File: src/rtl/reg_file_param.sv
// reg_file_param: 1W/2R register file with a sweep clear engine; define REGFILE_BYPASS_EN for write-through read bypass
module reg_file_param #(
  parameter int DATA_W = 19,
  parameter int NUM_REGS = 16,
  parameter int ZERO_REG = 1,
  localparam int ADDR_W = $clog2(NUM_REGS)
) (
  input  logic              clk,
  input  logic              rst,
  input  logic              clr_req,
  output logic              busy,
  input  logic              we,
  input  logic [ADDR_W-1:0] wa,
  input  logic [DATA_W-1:0] wd,
  output logic              wr_drop,
  input  logic [ADDR_W-1:0] ra1,
  output logic [DATA_W-1:0] rd1,
  input  logic [ADDR_W-1:0] ra2,
  output logic [DATA_W-1:0] rd2
);
  typedef enum logic {S_IDLE, S_CLEAR} state_t;
  localparam logic [ADDR_W:0] NR = (ADDR_W+1)'(NUM_REGS);
  localparam logic [ADDR_W-1:0] LAST = ADDR_W'(NUM_REGS - 1);
  localparam bit ZR = ZERO_REG != 0;
  state_t r_state, w_state_nxt;
  logic [ADDR_W-1:0] r_clr_ptr, w_clr_ptr_nxt;
  logic r_wr_drop;
  logic [DATA_W-1:0] r_regs [NUM_REGS];
  logic w_busy, w_wr_ok;
  assign w_busy = r_state == S_CLEAR;
  assign w_wr_ok = we && !w_busy && ({1'b0, wa} < NR) && !(ZR && wa == '0);
  assign busy = w_busy;
  assign wr_drop = r_wr_drop;
  function automatic logic [DATA_W-1:0] rd_of(input logic [ADDR_W-1:0] ra);
    if (w_busy || ({1'b0, ra} >= NR) || (ZR && ra == '0)) return '0;
`ifdef REGFILE_BYPASS_EN
    if (w_wr_ok && ra == wa) return wd;
`endif
    return r_regs[ra];
  endfunction
  assign rd1 = rd_of(ra1);
  assign rd2 = rd_of(ra2);
  // Sweep advances one register per cycle and returns to idle after the last one
  always_comb begin
    w_state_nxt = r_state;
    w_clr_ptr_nxt = r_clr_ptr;
    if (r_state == S_CLEAR) begin
      w_state_nxt = (r_clr_ptr == LAST) ? S_IDLE : S_CLEAR;
      w_clr_ptr_nxt = (r_clr_ptr == LAST) ? '0 : r_clr_ptr + 1'b1;
    end else begin
      w_state_nxt = clr_req ? S_CLEAR : S_IDLE;
      w_clr_ptr_nxt = '0;
    end
  end
  // Control state; reset starts a fresh sweep from register 0
  always_ff @(posedge clk or posedge rst) begin
    if (rst) begin
      r_state <= S_CLEAR;
      r_clr_ptr <= '0;
      r_wr_drop <= 1'b0;
    end else begin
      r_state <= w_state_nxt;
      r_clr_ptr <= w_clr_ptr_nxt;
      r_wr_drop <= we && !w_wr_ok;
    end
  end
  // Storage is only ever zeroed by the sweep, so it carries no reset
  always_ff @(posedge clk) begin
    if (w_busy) r_regs[r_clr_ptr] <= '0;
    else if (w_wr_ok) r_regs[wa] <= wd;
  end
endmodule

File: config.mk
export PLATFORM = sky130hd
export DESIGN_NAME = reg_file_param
export DESIGN_NICKNAME = d
export VERILOG_FILES = /design/src/rtl/reg_file_param.sv
export SDC_FILE = /design/constraint.sdc
export NUM_CORES = 1
export LEC_CHECK = 0
export ABC_AREA = 0
export BUFFER_PORTS_ARGS = -buffer_cell sky130_fd_sc_hd__buf_2
export CORE_MARGIN = 3
export CORE_UTILIZATION = 58
export CTS_CLUSTER_DIAMETER = 200
export DETAILED_ROUTE_END_ITERATION = 7
export PLACE_DENSITY = 0.76
export RECOVER_POWER = 25
export SYNTH_ARGS = -nofsm -noshare
export SYNTH_HDL_FRONTEND = slang
export SYNTH_SLANG_ARGS = --single-unit
File: constraint.sdc
create_clock -name clk -period 3.3 [get_ports clk]
set_clock_uncertainty 0.1 [all_clocks]
set_input_delay 0.33 -clock clk [delete_from_list [all_inputs] [get_ports clk]]
set_output_delay 0.33 -clock clk [all_outputs]
set_load 0.1 [all_outputs]
==> out/metrics.yaml, run 1 <==
vias: 8706
finalMaxSlewViolations: 0
die_area_um2: 25700
grt_pass1_vias: 9125
post_cts_buffers: 0
hold_viol: 0
powerDensity_nw_per_um2: 687
rsz0062_at_grt: "no"
seq_area_frac_synth_pct: 63.1
ff_latch_area_um2: 8710
drc: 0
wl_per_cell_um: 32.2
worst-setup-path-type: "flip-flop to output pin"
slowest_stage: "and3b_1"
syn_nets: 782
grt_usage_pct: 29.9
min_period_over_period_pct: 95.6
antenna_found_initial: 0
synth_compound_area_share_pct: 7.40
leakage_uw: 0.00537
critPathLaunchType: "flip-flop"
ant_nets: 0
synth-simple-area-share_pct: 3.84
synthAdderAreaFrac_pct: 0.0906
period_minus_slack_ns: 3.15
status: "complete, no violations"
max-cap-violations: 0
synth_xor_area_share_pct: 0.0634
synth_top_family_by_area: "multiplexers"
syn_to_final_growth_pct: 17.6
syn_area_um2: 13800
die_w_um: 160
fill_cells: 1429
num-nets-final: 881
required_ns: 2.87
fin_setup_tns_ns: 0
total_power_uw: 11200
final-setup-viol-count: 0
critPathBufInv: 2
worstPathCellList: "and3b_1 -> buf_4 -> a22oi_1 -> o211ai_1 -> buf_12"
rows: 55
crit_path_max_incr_delay_ns: 0.95
cp_max_fo: 16
ys_async_sr_fraction_pct: 2.06
drive_above_1_share_pct: 34.7
insertion_delay_ns: 0.53
synthMuxAreaShare_pct: 22.7
grt_pass1_wl_um: 57300
clk_path_buf_depth: 3
final_util_pct: 70.6
netlist_instances: 746
cts_tree: "built"
vias_per_cell: 7.37
portBuffers: 74
cts_buffers: 29
drtPass1Iterations: 5
synth_ff_type: "edfxtp_1"
dpl.hpwl_um: 23000
clkTransAtPathRegs_ns: 0.06
grt_start_max_net_pins: 34
yosysWarnings: 0
ys_seq_elements: 291
antennaDiodeCount: 0
avgSynthCellArea_um2: 18.5
initial_core_util_pct: 60.1
max_freq_ghz: 0.317
final_common_cell: "edfxtp_1"
cts_resized: 0
vdd_drop_max_mv: 0.533
end_kind: "output pin"
cp_top_family: "simple AND/OR/NAND/NOR gates"
max-slew-margin-rel_pct: 23.0
drt-initial-drc-count: 1130
grt_overflow: 0
worstMarginPinSlew_ns: 1.16
worstPathArrival_ns: 2.72
multi_input_comb_area_um2: 4780
io_pins: 75
hold_path.class: "input port to async pin"
numClockSinks: 291
place.gp.congestion: 0.838
cts_max_level: 1
core_um2: 23000
routed_wl_um: 38000
synth_cell_types: 43
synth_edf_count: 285
cts_hold_buf: 3
cts_root_buffer: "clkbuf_16"
die_y_um: 160
final_cell_mix: "edfxtp_1, mux4_2, a22oi_1"
worst paths after layout:
kind / from / endpoint / slack [ns] / cells after the start
max in group asynchronous: rst / busy / 2.68 / 3
min in group clk: wd[4] / r_regs[11][4] / 0.31 / 2
worst max-delay path: busy / rd1[0] / 0.15 / 5
worst max register to register: busy / r_regs[14][13] / 0.49 / 5
worst min-delay path: rst / wr_drop / 0.16 / 3
worst min register to register: r_clr_ptr[0] / r_clr_ptr[0] / 0.53 / 1
Yosys cell counts (all sizes together), types with 6 or more instances:
cell    count  area, µm²
edfxtp    285       8560
mux4      113       2680
a22oi      75        563
buf        43        319
mux2       38        432
o211ai     38        285
nand2      37        139
and2       21        131
a21oi      17       85.1
clkbuf     14       53.8
nor2b      13       81.3
nor2        6       22.5
per-stage QoR:
| step | cells | setup WS [ns] | cell area [µm²] | hold slack, ns |
|---|---|---|---|---|
| after global routing | 1181 | 0.111 | 16200 | 0.179 |
| final | 1181 | 0.146 | 16200 | 0.159 |
| after detailed placement | 1124 | 0.565 | 15300 | 0.168 |
| after CTS | 1181 | 0.201 | 16200 | 0.138 |
| after floorplan | 746 | 0.0206 | 13800 | 0.0202 |
| after global placement | 1124 | 0.577 | 15300 | 0.147 |
cells by family after synthesis:
| family | after synthesis |
|---|---|
| multiplexers | 153 |
| adder cells (fa/ha/maj) | 1 |
| AND/OR/NAND/NOR | 97 |
| flip-flops | 291 |
| buffers and inverters | 61 |
| XOR/XNOR | 1 |
| AO/OA/AOI/OAI | 142 |
per-layer routing:
layer / GRT usage, % / wire length, µm / vias to the layer above
li1: - / - / 3414
met1: 40.1 / 13600 / 4492
met2: 48.4 / 18800 / 676
met3: 6.14 / 3960 / 124
met4: 12.6 / 1680 / 0
met5: 0 / 0 / -
final cells by class:
type,instances,area share [%]
Sequential cell,291,53.6
Inverter,4,0.0925
Tap cell,313,2.41
Timing Repair Buffer,125,8.57
Multi-Input combinational cell,394,29.4
Clock inverter,23,1.36
Clock buffer,31,4.52
worst min-delay path, stage by stage:
cell and delay, ns:
dlygate4sd3_1 0.53, buf_2 0.12, inv_1 0.19
flip-flops by register name (all words and copies together) (netlist names):
| register | flops |
|---|---|
| busy | 1 |
| wr_drop | 1 |
| r_clr_ptr | 4 |
| r_regs | 285 |
report_power, final:
group / switching (µW) / leakage [µW] / internal [µW]
combinational: 1760 / 0.00217 / 962
clock: 1370 / 0.000461 / 1920
sequential: 310 / 0.00274 / 4830
(Power assumes the default switching activity.)
==> run 2, diff against run 1 <==
--- a/config.mk
+++ b/config.mk
@@ -9,6 +9,7 @@
 export BUFFER_PORTS_ARGS = -buffer_cell sky130_fd_sc_hd__buf_2
 export CORE_MARGIN = 3
 export CORE_UTILIZATION = 58
+export CTS_BUF_LIST = sky130_fd_sc_hd__clkbuf_16
 export CTS_CLUSTER_DIAMETER = 200
 export DETAILED_ROUTE_END_ITERATION = 7
 export PLACE_DENSITY = 0.76
==> run 2 against run 1 <==
  * Highest routed layer unchanged
  * Clock power about the same
  * Via count about the same
  * Non-clock buffer count unchanged
  * Combinational power about the same
  * Hold slack about the same
  * Sequential power about the same
==> out/metrics.yaml, run 2 (synthesized netlist as in run 1, its figures left out) <==
period_minus_slack_ns: 3.15  # -0.000755 ns
drtPass1Iterations: 5  # unchanged
r2r_start: "busy"
powerDensity_nw_per_um2: 686  # about the same
end_kind: "output pin"
vdd_drop_max_mv: 0.533  # about the same
top_regs: "r_regs x285, r_clr_ptr x4"
hold_path.class: "input port to async pin"
core_um2: 23000  # unchanged
worst-setup-path-type: "flip-flop to output pin"
dpl.hpwl_um: 23000  # unchanged
final_common_cell: "edfxtp_1"
place.gp.congestion: 0.838  # unchanged
final-setup-viol-count: 0  # unchanged
io_pins: 75  # unchanged
antennaDiodeCount: 0  # unchanged
initial_core_util_pct: 60.1  # unchanged
max-slew-margin-rel_pct: 23.0  # unchanged
cts_resized: 0  # unchanged
worstPathArrival_ns: 2.72  # about the same
rsz0062_at_grt: "no"
cts_root_buffer: "clkbuf_16"
critPathLaunchType: "flip-flop"
routed_wl_um: 38100  # about the same
vias: 8714  # +0.092%
largest_register_ffs: 285  # unchanged
clkTransAtPathRegs_ns: 0.06  # about the same
status: "complete, no violations"
cts_tree: "built"
die_y_um: 160  # unchanged
clk_path_buf_depth: 3  # unchanged
rows: 55  # unchanged
required_ns: 2.87  # about the same
place_ws_ns: 0.565  # unchanged
worstMarginPinSlew_ns: 1.16  # unchanged
fin_setup_tns_ns: 0  # unchanged
post_cts_buffers: 0  # unchanged
final_cell_mix: "edfxtp_1, mux4_2, a22oi_1"
fill_cells: 1429  # unchanged
syn_to_final_growth_pct: 17.6  # unchanged
drc: 0  # unchanged
grt_usage_pct: 29.9  # unchanged
grt_pass1_wl_um: 57300  # unchanged
final_util_pct: 70.6  # unchanged
cts_max_level: 1  # unchanged
ant_nets: 0  # unchanged
min_period_over_period_pct: 95.6  # about the same
regMostFlops: "r_regs"
drive_above_1_share_pct: 34.7  # unchanged
fin_area_um2: 16200  # unchanged
placed_cell_area_um2: 15300  # unchanged
cts_hold_buf: 3  # unchanged
crit_path_start: "busy"
drt-initial-drc-count: 1131  # +0.088%
wl_per_cell_um: 32.2  # about the same
hold_viol: 0  # unchanged
cts_buffers: 29  # unchanged
grt_overflow: 0  # unchanged
vias_per_cell: 7.38  # about the same
die_w_um: 160  # unchanged
die_area_um2: 25700  # unchanged
insertion_delay_ns: 0.53  # about the same
grt_start_max_net_pins: 34  # unchanged
setup_ws_ns: 0.147  # +0.000755 ns
cp_max_fo: 16  # unchanged
leakage_uw: 0.00538  # +0.15%
portBuffers: 74  # unchanged
max-cap-violations: 0  # unchanged
num-nets-final: 881  # unchanged
finalMaxSlewViolations: 0  # unchanged
numClockSinks: 291  # unchanged
max_freq_ghz: 0.317  # about the same
grt_pass1_vias: 9125  # unchanged
antenna_found_initial: 0  # unchanged
run 2: final cells by class:
class,count,area (µm²),area share (%)
Tap cell,313,392,2.41
Clock buffer,29,726,4.47
Inverter,4,15.0,0.0925
Timing Repair Buffer,125,1390,8.57
Multi-Input combinational cell,394,4780,29.4
Sequential cell,291,8710,53.6
Clock inverter,25,228,1.40
run 2: stage by stage:
stage / hold WS (ns) / cells / power (µW)
final: 0.159 / 1181 / 11100
after global routing: 0.179 / 1181 / 11500
after CTS: 0.138 / 1181 / 11100
after detailed placement: 0.168 / 1124 / 7870
after global placement: 0.147 / 1124 / 7730
after floorplan: 0.0202 / 746 / 6710
run 2: worst paths after layout:
check	to	slack, ns	cells after the start
setup / recovery	rd1[0]	0.15	5
hold / removal	wr_drop	0.16	3
setup reg to reg	r_regs[14][13]	0.49	5
hold reg to reg	r_clr_ptr[0]	0.53	1
max in group asynchronous	busy	2.68	3
min in group clk	r_regs[11][4]	0.31	2
run 2: routing by layer:
layer	share of wire [%]	up-vias	track usage, %
met3	10	133	6.14
li1	-	3414	-
met5	0	-	0
met1	36	4496	40.1
met2	49	671	48.4
met4	4.6	0	12.6
run 2: power by group:
group / switching, µW / total (µW) / internal (µW)
Combinational: 1760 / 2720 / 962
Sequential: 310 / 5140 / 4830
Clock: 1370 / 3290 / 1910
Total: 3450 / 11100 / 7700
run 2: critical path: stages, from the launching register on:
cell and delay (ns):
dfstp_1 0.36, and3b_1 0.95, buf_4 0.30, a22oi_1 0.10
o211ai_1 0.23, buf_12 0.23
